$ cat config.mk
export PLATFORM = sky130hd
export DESIGN_NAME = button_conditioner
export DESIGN_NICKNAME = d
export VERILOG_FILES = /design/src/rtl/button_pkg.sv /design/src/rtl/btn_debounce_ch.sv /design/src/rtl/button_conditioner.sv
export SDC_FILE = /design/constraint.sdc
export NUM_CORES = 1
export LEC_CHECK = 0
export CORE_ASPECT_RATIO = 2
export CORE_MARGIN = 4
export CORE_UTILIZATION = 45
export CTS_CLUSTER_DIAMETER = 60
export DETAILED_ROUTE_END_ITERATION = 6
export PLACE_DENSITY = 0.71
export SLEW_MARGIN = 20
export SYNTH_ARGS = -nofsm -noshare
export SYNTH_HDL_FRONTEND = slang
export SYNTH_HIERARCHICAL = 1
export SYNTH_SLANG_ARGS = --single-unit
$ cat constraint.sdc
create_clock -name clock -period 1.6 [get_ports clock]
set_input_delay 0.32 -clock clock [delete_from_list [all_inputs] [get_ports clock]]
set_output_delay 0.32 -clock clock [all_outputs]
set_load 0.02 [all_outputs]
$ cat src/rtl/button_pkg.sv
// Shared types and helpers for the button conditioner.
//
// Contents:
//   btn_state_t  per-channel debounce state (UP, ARM_DN, DOWN, ARM_UP)
//   cnt_width    width of the debounce sample counter for a given debounce length
//   rpt_width    width of the auto-repeat counter for given delay/period values
package button_pkg;

    typedef enum logic [1:0] {
        UP     = 2'd0,
        ARM_DN = 2'd1,
        DOWN   = 2'd2,
        ARM_UP = 2'd3
    } btn_state_t;

    // The counter must be able to hold the value d itself. A non-positive d is
    // rejected at elaboration elsewhere; it is clamped here so that the width
    // stays legal until that check fires.
    function automatic int cnt_width(input int d);
        return (d < 1) ? 1 : $clog2(d + 1);
    endfunction

    function automatic int rpt_width(input int delay, input int period);
        int m;
        m = (delay > period) ? delay : period;
        return (m < 1) ? 1 : $clog2(m + 1);
    endfunction

endpackage

$ cat src/rtl/btn_debounce_ch.sv
// Single button channel: debounce FSM, press/release pulse generation and,
// when the AUTO_REPEAT_EN macro is defined, an auto-repeat press generator.
//
// Ports:
//   clock          system clock, all state on posedge
//   reset_L        asynchronous active-low reset
//   sync_in        synchronized button sample, 1 = pressed
//   level          debounced held level, registered
//   press_pulse    1-cycle pulse on accepted press (and auto-repeat)
//   release_pulse  1-cycle pulse on accepted release
//   state          current FSM state, for debug observation
//
// Macro AUTO_REPEAT_EN: when defined, a held button re-pulses press_pulse
// REPEAT_DELAY cycles after acceptance and every REPEAT_PERIOD cycles after.
module btn_debounce_ch
    import button_pkg::*;
#(
    parameter int DEBOUNCE_CYCLES = 16,
    parameter int REPEAT_DELAY    = 2000,
    parameter int REPEAT_PERIOD   = 500
) (
    input  logic       clock,
    input  logic       reset_L,
    input  logic       sync_in,
    output logic       level,
    output logic       press_pulse,
    output logic       release_pulse,
    output btn_state_t state
);

    localparam int              CNT_W    = cnt_width(DEBOUNCE_CYCLES);
    localparam bit              SINGLE   = (DEBOUNCE_CYCLES == 1);
    localparam logic [CNT_W-1:0] CNT_ONE  = CNT_W'(1);
    localparam logic [CNT_W-1:0] CNT_LAST = CNT_W'(DEBOUNCE_CYCLES - 1);

    if (DEBOUNCE_CYCLES < 1) begin : g_bad_debounce
        $error("btn_debounce_ch: DEBOUNCE_CYCLES must be at least 1");
    end
    if (REPEAT_PERIOD < 1 || REPEAT_DELAY < 1) begin : g_bad_repeat
        $error("btn_debounce_ch: REPEAT_DELAY and REPEAT_PERIOD must be at least 1");
    end

    // Counts consecutive samples that disagree with the accepted level. It is
    // cleared whenever the state settles, so it never exceeds DEBOUNCE_CYCLES-1
    // while stored, and the accepting edge is the one where it would reach D.
    logic [CNT_W-1:0] cnt;

`ifdef AUTO_REPEAT_EN
    localparam int               RPT_W     = rpt_width(REPEAT_DELAY, REPEAT_PERIOD);
    localparam logic [RPT_W-1:0] RPT_FIRST = RPT_W'(REPEAT_DELAY - 1);
    localparam logic [RPT_W-1:0] RPT_NEXT  = RPT_W'(REPEAT_PERIOD - 1);

    // rpt counts cycles since the last press pulse; repeating tells whether
    // the initial delay or the shorter period is being timed.
    logic [RPT_W-1:0] rpt;
    logic             repeating;
    logic             held_now;
    logic             leave_up;

    always_comb begin
        held_now = (state == DOWN) || (state == ARM_UP);
        leave_up = 1'b0;
        if (!sync_in) begin
            if (state == ARM_UP && cnt == CNT_LAST) leave_up = 1'b1;
            if (SINGLE && state == DOWN)            leave_up = 1'b1;
        end
    end
`endif

    always_ff @(posedge clock or negedge reset_L) begin
        if (!reset_L) begin
            state         <= UP;
            cnt           <= '0;
            level         <= 1'b0;
            press_pulse   <= 1'b0;
            release_pulse <= 1'b0;
`ifdef AUTO_REPEAT_EN
            rpt           <= '0;
            repeating     <= 1'b0;
`endif
        end else begin
            press_pulse   <= 1'b0;
            release_pulse <= 1'b0;
            case (state)
                UP: begin
                    if (sync_in) begin
                        if (SINGLE) begin
                            state       <= DOWN;
                            level       <= 1'b1;
                            press_pulse <= 1'b1;
`ifdef AUTO_REPEAT_EN
                            rpt         <= '0;
                            repeating   <= 1'b0;
`endif
                        end else begin
                            state <= ARM_DN;
                            cnt   <= CNT_ONE;
                        end
                    end
                end
                ARM_DN: begin
                    if (!sync_in) begin
                        state <= UP;
                        cnt   <= '0;
                    end else if (cnt == CNT_LAST) begin
                        state       <= DOWN;
                        cnt         <= '0;
                        level       <= 1'b1;
                        press_pulse <= 1'b1;
`ifdef AUTO_REPEAT_EN
                        rpt         <= '0;
                        repeating   <= 1'b0;
`endif
                    end else begin
                        cnt <= cnt + CNT_ONE;
                    end
                end
                DOWN: begin
                    if (!sync_in) begin
                        if (SINGLE) begin
                            state         <= UP;
                            level         <= 1'b0;
                            release_pulse <= 1'b1;
                        end else begin
                            state <= ARM_UP;
                            cnt   <= CNT_ONE;
                        end
                    end
                end
                ARM_UP: begin
                    if (sync_in) begin
                        state <= DOWN;
                        cnt   <= '0;
                    end else if (cnt == CNT_LAST) begin
                        state         <= UP;
                        cnt           <= '0;
                        level         <= 1'b0;
                        release_pulse <= 1'b1;
                    end else begin
                        cnt <= cnt + CNT_ONE;
                    end
                end
                default: begin
                    state <= UP;
                    cnt   <= '0;
                end
            endcase

`ifdef AUTO_REPEAT_EN
            // A bounce back from ARM_UP to DOWN is still the same hold, so the
            // repeat timer only restarts on an accepted press. On the edge that
            // releases, leave_up suppresses the repeat so release wins.
            if (held_now && !leave_up) begin
                if (!repeating) begin
                    if (rpt == RPT_FIRST) begin
                        press_pulse <= 1'b1;
                        rpt         <= '0;
                        repeating   <= 1'b1;
                    end else begin
                        rpt <= rpt + RPT_W'(1);
                    end
                end else if (rpt == RPT_NEXT) begin
                    press_pulse <= 1'b1;
                    rpt         <= '0;
                end else begin
                    rpt <= rpt + RPT_W'(1);
                end
            end
`endif
        end
    end

endmodule

$ cat src/rtl/button_conditioner.sv
// Debounce and edge-detect stage for NUM_BTN independent button channels fed
// from synchronizer outputs.
//
// Ports:
//   clock        system clock, all state on posedge
//   reset_L      asynchronous active-low reset
//   btn_sync     synchronized button samples, 1 = pressed
//   btn_level    debounced held level per channel, registered
//   btn_press    1-cycle pulse per channel on accepted press (and auto-repeat)
//   btn_release  1-cycle pulse per channel on accepted release
//   any_press    OR of btn_press, same cycle
//   dbg_state    per-channel FSM state, channel i at bits [2*i+1:2*i]
//
// Macro AUTO_REPEAT_EN: enables per-channel auto-repeat press pulses.
module button_conditioner
    import button_pkg::*;
#(
    parameter int NUM_BTN         = 4,
    parameter int DEBOUNCE_CYCLES = 16,
    parameter int REPEAT_DELAY    = 2000,
    parameter int REPEAT_PERIOD   = 500
) (
    input  logic                   clock,
    input  logic                   reset_L,
    input  logic [NUM_BTN-1:0]     btn_sync,
    output logic [NUM_BTN-1:0]     btn_level,
    output logic [NUM_BTN-1:0]     btn_press,
    output logic [NUM_BTN-1:0]     btn_release,
    output logic                   any_press,
    output logic [2*NUM_BTN-1:0]   dbg_state
);

    for (genvar i = 0; i < NUM_BTN; i++) begin : g_ch
        btn_state_t ch_state;

        btn_debounce_ch #(
            .DEBOUNCE_CYCLES (DEBOUNCE_CYCLES),
            .REPEAT_DELAY    (REPEAT_DELAY),
            .REPEAT_PERIOD   (REPEAT_PERIOD)
        ) u_ch (
            .clock         (clock),
            .reset_L       (reset_L),
            .sync_in       (btn_sync[i]),
            .level         (btn_level[i]),
            .press_pulse   (btn_press[i]),
            .release_pulse (btn_release[i]),
            .state         (ch_state)
        );

        assign dbg_state[2*i +: 2] = ch_state;
    end

    // Every btn_press bit is a flop output, so this OR changes in the same
    // cycle as the press pulses it summarises.
    assign any_press = |btn_press;

endmodule

[Yosys cells after proc, flatten, opt, wreduce, memory -nomap -nowiden]
Index checks and enable logic that the tools add are counted.
Word-level totals
  input port bits: 6
  register bits after elaboration: 40
  word-level logic and storage cells: 185
  output and inout bits: 21
Operators by class
  equality and inequality tests: 48
  reductions and logical operators: 21
  muxes and demuxes: 92
  $add $sub $neg: 4
Operator list (count)
  $mux 5: 20
  $pmux 5 s4: 4
  $mux 2: 24
  $mux 1: 36
  $ne 2x2->1 const B: 16
  $pmux 2 s4: 4
  $ne 3x2->1 const B: 8
  $add 5x1->5 const B: 4
  $eq 5x4->1 const B: 4
  $reduce_and 5->1: 4
  $eq 2x2->1 const B: 8
  $ne 2x1->1 const B: 8
  $reduce_and 4->1: 4
  $eq 2x1->1 const B: 4
  $logic_not 2->1: 4
  $pmux 1 s2: 4
  $reduce_and 2->1: 4
  $reduce_bool 2->1: 4
  $reduce_or 4->1: 1

[Logic depth before layout (Yosys ltp)]
  word-level depth: 4
  gate-level depth with buffers: 4

[Modules after synthesis]
Netlist, hierarchy kept.
Modules (own cells, without submodules)
  btn_debounce_ch at g_ch[0].u_ch ...: sequential area each 250.2 um2, cells an instance 43, instances 2, area an instance 501.7 um2
  btn_debounce_ch at g_ch[3].u_ch: sequential area each 250.2 um2, cells an instance 43, instances 1, area an instance 489.2 um2
  btn_debounce_ch at g_ch[2].u_ch: sequential area each 250.2 um2, cells an instance 43, instances 1, area an instance 470.5 um2
  button_conditioner: sequential area each 0.0 um2, cells an instance 1, instances 1, area an instance 7.5 um2

[Worst setup path after synthesis]
OpenSTA, ideal clock, no wires.
  path type: reg-to-output
  start point: register g_ch[1].u_ch.press_pulse
  end point: output any_press
  path slack: 196 ps
  required time: 1280 ps
  arrival time: 1084 ps
  buffers on the path: 0
  stages on the path, launching flop included: 2
  cells stage by stage: dfrtp_1 or4_1
Between the ends
  word-level cells in the longest chain between the ends: 1
Ends and longest elaborated chain
  start, declared: RTL line btn_debounce_ch.sv:26  | output logic press_pulse,
  start signal, assigned: RTL line btn_debounce_ch.sv:75  | press_pulse <= 1'b0;
  start signal, assigned: RTL line btn_debounce_ch.sv:82  | press_pulse <= 1'b0;
  start signal, assigned: RTL line btn_debounce_ch.sv:90  | press_pulse <= 1'b1;
  $reduce_or 4->1: RTL line button_conditioner.sv:55  | assign any_press = |btn_press;
  end, declared: RTL line button_conditioner.sv:29  | output logic any_press,
Every way passes these cells.

[Final worst setup path]
Same ends and word-level chain as after synthesis.

==> results.yml <==
run_status:
  outcome: "complete, but fails checks"
  violations: "negative setup slack"
pwr:
  power_frac_clock_pct: 34.3
  power_density_mw_per_mm2: 948
  finalPower_mw: 2.35
  power_switching_uw: 629
  internal_power_mw: 1.72
  comb_power_share_pct: 16.4
  ir_drop_v: 0.000689
  pwr-share-seq_pct: 49.3
  switching_share_pct: 26.8
  cellLeakagePower_nw: 1.31
global_routing:
  grt_start_max_net_pins: 30
  grt_usage_pct: 16.9
  grt.overflow.total: 0
  grt_pass1_vias: 1539
  antenna_found_initial: 0
  grt_pass1_wl_mm: 6.93
drt:
  drt_iter0_markers: 25
  ant_nets: 0
  viasPerCell: 5.52
  routedWlPerCell_um: 15.0
  vias: 1458
  firstDrtPassIters: 4
  wirelength_mm: 3.97
  drcViolationCount: 0
logic_synthesis:
  synthesis.area_mm2: 0.00197
  postSynthCellCount: 173
  synth_cell_types: 36
  yosys.area.top_type: "dfrtp_1"
  synth_area_leaders: "dfrtp_1, nand3_1, xor2_1, o21a_1, ha_1"
  yosysSeqAreaShare_pct: 50.8
  yosysWarnings: 6
  ys_seq_elements: 40
  synth_top_area_share_pct: 50.8
  synthArstFlopShare_pct: 100
  syn_nets: 183
  synth_edf_count: 0
  syn-mean-instance-area_um2: 11.4
  ys.flop_type: "dfrtp_1"
timing:
  clock.fmax_ghz: 0.601
  setup_viol: 1
  rsz0062_at_grt: "true"
  maxSlewViolCount: 0
  slew_headroom_pct: 75.8
  fin_hold_ws_ps: 443
  finClkSkew_ps: 9.85
  timing.final.ws_setup_ps: -62.8
  tns_ps: -62.8
  min_period_over_period_pct: 104
  fin_crit_ps: 1660
  worst_slew_pin_slew_ps: 362
  hold_viol: 0
setup_path:
  reg2reg_setup_slack_ps: 130
  r2r_start: "g_ch[2].u_ch/cnt[0]$_DFFE_PN0P_"
  worst_ep_arrival_time_ps: 1340
  cp_max_fo: 2
  crit_path_start_kind: "register"
  r2r_cells: 4
  required_ps: 1280
  critPathCaptureType: "output port"
  critPathKind: "register to output port"
  r2r_end: "g_ch[2].u_ch/cnt[3]$_DFFE_PN0P_"
floorplanning:
  core.rowCount: 33
  pin_count: 27
  dieWidth_um: 54.8
  dieArea_mm2: 0.00557
  die_h_um: 102
  initial_utilization_pct: 47.3
  coreArea_mm2: 0.00417
layout:
  diodes: 0
  syn_to_final_growth_pct: 25.7
  post-route-util_pct: 59.4
  nets: 221
  mostFrequentLayoutCell: "dfrtp_1"
  drive_gt1_share_pct: 17.9
  layout_common_cells: "dfrtp_1, nand3_1, dlymetal6s2s_1"
job:
  maxCapViolations: 0
placement:
  io_buffers: 26
  gp_congestion: 0.828
  dp_hpwl_mm: 2.95
  pre_cts_slack_ps: -134
cts:
  cts_setup_buffers: 0
  clock-sinks: 40
  cts_root_buf: "clkbuf_8"
  htree_levels: 2
  clk_path_buf_depth: 2
  tritoncts: "done"
  clock_latency_ps: 290
  cts_made_buffers: 5
  path_clk_slew_ps: 80
hold_path:
  hp-class: "input pin to asynchronous set/reset pin"
[registers in the layout (all words and copies together), names as in the netlist, named ones only]
signal and flops:
g_ch.u_ch/cnt 20, g_ch.u_ch/level 4, g_ch.u_ch/press_pulse 4, g_ch.u_ch/release_pulse 4, g_ch.u_ch/state 4
[cells by family after synthesis]
group                      share of synthesized area, %
muxes                                              2.29
buffers and inverters                              3.94
xor gates and xnor gates                           8.25
adders and majority gates                          2.54
DFF                                                50.8
and+or+nand+nor                                    18.8
AOI/OAI and AO/OA                                  13.4
[layer usage]
metal,vias up,track usage (%),part of all wire [%]
met5,-,0,0
met4,0,9.02,2.3
met3,9,4.71,3.8
met2,26,27.1,54
met1,728,19.6,40
li1,695,-,-
[power groups by stage]
stage | registers [mW] | clock network (mW) | logic (mW)
global route | 1.17 | 0.888 | 0.440
finish | 1.16 | 0.804 | 0.385
global placement | 1.17 | 0 | 0.359
detailed placement | 1.18 | 0 | 0.392
floorplan | 1.19 | 0 | 0.240
CTS | 1.16 | 0.833 | 0.395
[worst max-delay path by stage]
stage,start,to,slack (ps),cells past startpoint
after floorplan,g_ch[1].u_ch/press_pulse$_DFF_PN0_,any_press,200,1
after global placement,g_ch[1].u_ch/press_pulse$_DFF_PN0_,any_press,-140,2
after detailed placement,g_ch[1].u_ch/press_pulse$_DFF_PN0_,any_press,-130,2
after CTS,g_ch[1].u_ch/press_pulse$_DFF_PN0_,any_press,-80,2
after global routing,g_ch[1].u_ch/press_pulse$_DFF_PN0_,any_press,-100,2
final,g_ch[1].u_ch/press_pulse$_DFF_PN0_,any_press,-60,2
[area by class of cell]
class	instances	area (um2)
flip-flops and latches	40	1000
repair buffers	39	392
clock buffers	6	72.6
fillers	352	1690
well taps	52	65.1
inverters	4	15.0
clock inverters	2	35.0
multi-input cells	121	896
[cell usage after synthesis (4+ instances only)]
cell type	count
dfrtp_1	40
a21oi_1	8
nand2_1	9
buf_2	4
inv_1	4
and3_1	5
xor2_1	9
o21ai_0	9
xnor2_1	4
nor3b_1	4
nor2_1	5
ha_1	4
nand3_1	16
a31oi_1	4
o21a_1	8
[critical path, cell delays in order, from the launching register on]
cell,delay [ps]
dfrtp_1,380
or4_4,530
buf_6,150
[what timing repair did]
item                                    CTS  global route
resized for setup                        13            12
hold endpoints to repair                 11             0
endpoints found under the setup margin    7            13
hold buffers                              1             0
[through the flow]
stage | cell area, um2 | cells
after detailed placement | 2330 | 255
final | 2480 | 264
after global routing | 2480 | 264
after CTS | 2450 | 264
after global placement | 2330 | 255
after floorplan | 1970 | 173
Note: power is estimated with default switching activity, not from simulation.
==> RTL edit: new RTL, config.mk and constraints unchanged <==
Put a register stage on the output `btn_level`, without a reset. The value now appears one clock later. The other outputs are not delayed to match. Comments in the files are not updated.
--- a/src/rtl/button_conditioner.sv
+++ b/src/rtl/button_conditioner.sv
@@ -30,6 +30,8 @@
     output logic [2*NUM_BTN-1:0]   dbg_state
 );
 
+    logic [NUM_BTN-1:0] btn_level_d;
+
     for (genvar i = 0; i < NUM_BTN; i++) begin : g_ch
         btn_state_t ch_state;
 
@@ -41,7 +43,7 @@
             .clock         (clock),
             .reset_L       (reset_L),
             .sync_in       (btn_sync[i]),
-            .level         (btn_level[i]),
+            .level         (btn_level_d[i]),
             .press_pulse   (btn_press[i]),
             .release_pulse (btn_release[i]),
             .state         (ch_state)
@@ -54,5 +56,9 @@
     // cycle as the press pulses it summarises.
     assign any_press = |btn_press;
 
+    always_ff @(posedge clock) begin
+        btn_level <= btn_level_d;
+    end
+
 endmodule
 
Function: no difference found for any inputs over 10 cycles, from zero or initial values and one cycle with reset_L low; that may be too few to reach the edited logic, so the function may still have changed.
==> RTL edit against the unedited design <==
- setup slack got worse by 0.0052 ns
- area after synthesis rose by 4.1%
- wire length rose by 2.1%
- highest routed layer unchanged
- critical path type unchanged
- first-iteration DRC count rose by 44%
- cell area rose by 4.4%
- total power rose by 4.5%
- the run still ends with setup timing left
- sequential cell count rose by 4
- sequential power rose by 9%
- largest cell class unchanged
==> RTL edit: results (changes against the unedited design) <==
| Metric | Value |
|---|---|
| Max reg flops | `20 (unchanged)` |
| R2r worst-path depth | `4 (unchanged)` |
| Vias | `1492 (was 1458)` |
| Worst-path clk slew | `0.08 ns (about the same)` |
| Synth unique cells | `37 (was 36)` |
| Synth top area cells | `dfrtp_1, dfxtp_1, nand3_1, xor2_1, o21a_1 (was dfrtp_1, nand3_1, xor2_1, o21a_1, ha_1)` |
| CP max FO | `2 (unchanged)` |
| Antenna Cells | `0 (unchanged)` |
| Share of flip-flops with an asynchronous set or reset | `0.909 (was 1.00)` |
| Drt wl/cell | `14.8 µm (was 15.0 µm)` |
| Worst Path Arrival | `between 1 and 1.5 ns` |
| Synth cell count leaders | `dfrtp_1, nand3_1, nand2_1, o21ai_0, xor2_1 (unchanged)` |
| Leakage power | `1.36 nW (was 1.31 nW)` |
| Sequential fraction of the synthesis area | `0.527 (was 0.508)` |
| Worst skew pair latency | `0.30 ns` |
| Vias/cell | `5.45 (was 5.52)` |
| Reg-to-Reg Start | `g_ch[2].u_ch/cnt[0] (unchanged)` |
| Syn Inst Count | `177 (was 173)` |
| Clock Skew | `0.0124 ns (was 0.00985 ns)` |
| H-Tree Depth | `2 (unchanged)` |
| R2r setup slk | `0.12 ns` |
| Slew at the pin closest to its max-slew limit | `0.444 ns (was 0.362 ns)` |
| Hpwl dp | `3050 µm (was 2950 µm)` |
| Failing checks | `setup timing (unchanged)` |
| Clock Tree Buf Depth | `2 (unchanged)` |
| Mapped Nets | `187 (was 183)` |
| Dpl cells | `265 (was 255)` |
| Outcome | `finished, violations left (unchanged)` |
| Biggest register | `g_ch.u_ch/cnt (unchanged)` |
| Proportion of layout cells with a drive suffix above 1 | `0.191 (was 0.179)` |
| CTS Buf Count | `5 (unchanged)` |
| VDD IR max | `1.45 mV (was 0.689 mV)` |
| Yosys warns | `6 (unchanged)` |
| Final setup margin | `-0.0680 ns (was -0.0628 ns)` |
| Nets | `229 (was 221)` |
| Setup violators final | `1 (unchanged)` |
| Total Routing Usage GR | `0.155 (was 0.169)` |
| Root Driver | `clkbuf_8 (unchanged)` |
| Vias in the first global route | `1571 (was 1539)` |
| First-pass GRT wire length | `7000 µm (was 6930 µm)` |
| Fillers | `360 (was 352)` |
| DRT iter0 DRCs | `36 (was 25)` |
| Largest net degree at the start of global routing | `21 (was 30)` |
| Crit path to | `any_press (unchanged)` |
| Worst hold path type | `reg2reg (was in2async)` |
| GP Congestion | `0.828 (about the same)` |
| Initial antenna violation count | `0 (unchanged)` |
| HP Start | `g_ch[3].u_ch/level` |
[RTL edit: kinds of logic after synthesis]
family / Yosys count / synth area share
simple gates: 57 / 0.181
flops: 44 / 0.527
compound gates: 41 / 0.129
xor+xnor: 16 / 0.0793
buf+inv: 12 / 0.0378
fa+ha+maj: 4 / 0.0244
mux: 3 / 0.0220
[RTL edit: layout make-up]
class | instances | area (µm²) | area share
flip-flops and latches | 44 | 1080 | 0.418
well taps | 54 | 67.6 | 0.0261
inverters | 4 | 15.0 | 0.00581
multi-input cells | 121 | 896 | 0.346
clock buffers | 6 | 72.6 | 0.0281
clock inverters | 2 | 35.0 | 0.0135
repair buffers | 43 | 419 | 0.162
[RTL edit: power breakdown]
part           total [mW]  internal [mW]  switching, mW
Sequential           1.26           1.18         0.0729
Combinational       0.380          0.172          0.207
Clock               0.815          0.463          0.352
[RTL edit: worst min-delay path by stage]
stage	cells after the start	endpoint	slack, ns
floorplan	0	asynchronous set/reset pin	0.02
global placement	1	asynchronous set/reset pin	0.28
detailed placement	1	g_ch[3].u_ch/state[0]	0.29
CTS	0	btn_level[3]	0.40
global route	0	btn_level[3]	0.41
finish	0	btn_level[3]	0.40
[RTL edit: repair_timing]
action	in CTS	in global routing
hold endpoints to repair	18	0
hold buffers	1	0
setup buffers	0	0
gates resized for setup	9	14
setup endpoints to repair	3	15
[RTL edit: stage by stage]
stage	worst slack (ns)	utilization	instance area (µm²)	power, mW	TNS (ns)
after CTS	-0.0792	0.582	2550	2.48	-0.0792
after floorplan	0.196	-	2050	1.53	0
final	-0.0680	0.590	2590	2.45	-0.0680
after detailed placement	-0.147	0.555	2430	1.66	-0.147
after global routing	-0.124	0.590	2590	2.58	-0.124
after global placement	-0.142	0.555	2430	1.63	-0.142
[RTL edit: worst max-delay path, cell delays in order, from the launching register on]
cell	delay [ns]
dfrtp_1	0.38
or4_4	0.53
buf_6	0.15
[RTL edit: routing by layer]
metal  vias to the layer above  wire (µm)  global-route usage
met3                         6        176              0.0472
met5                         -          0                   0
met4                         0         72              0.0618
met1                       732       1600               0.168
li1                        712          -                   -
met2                        42       2200               0.282
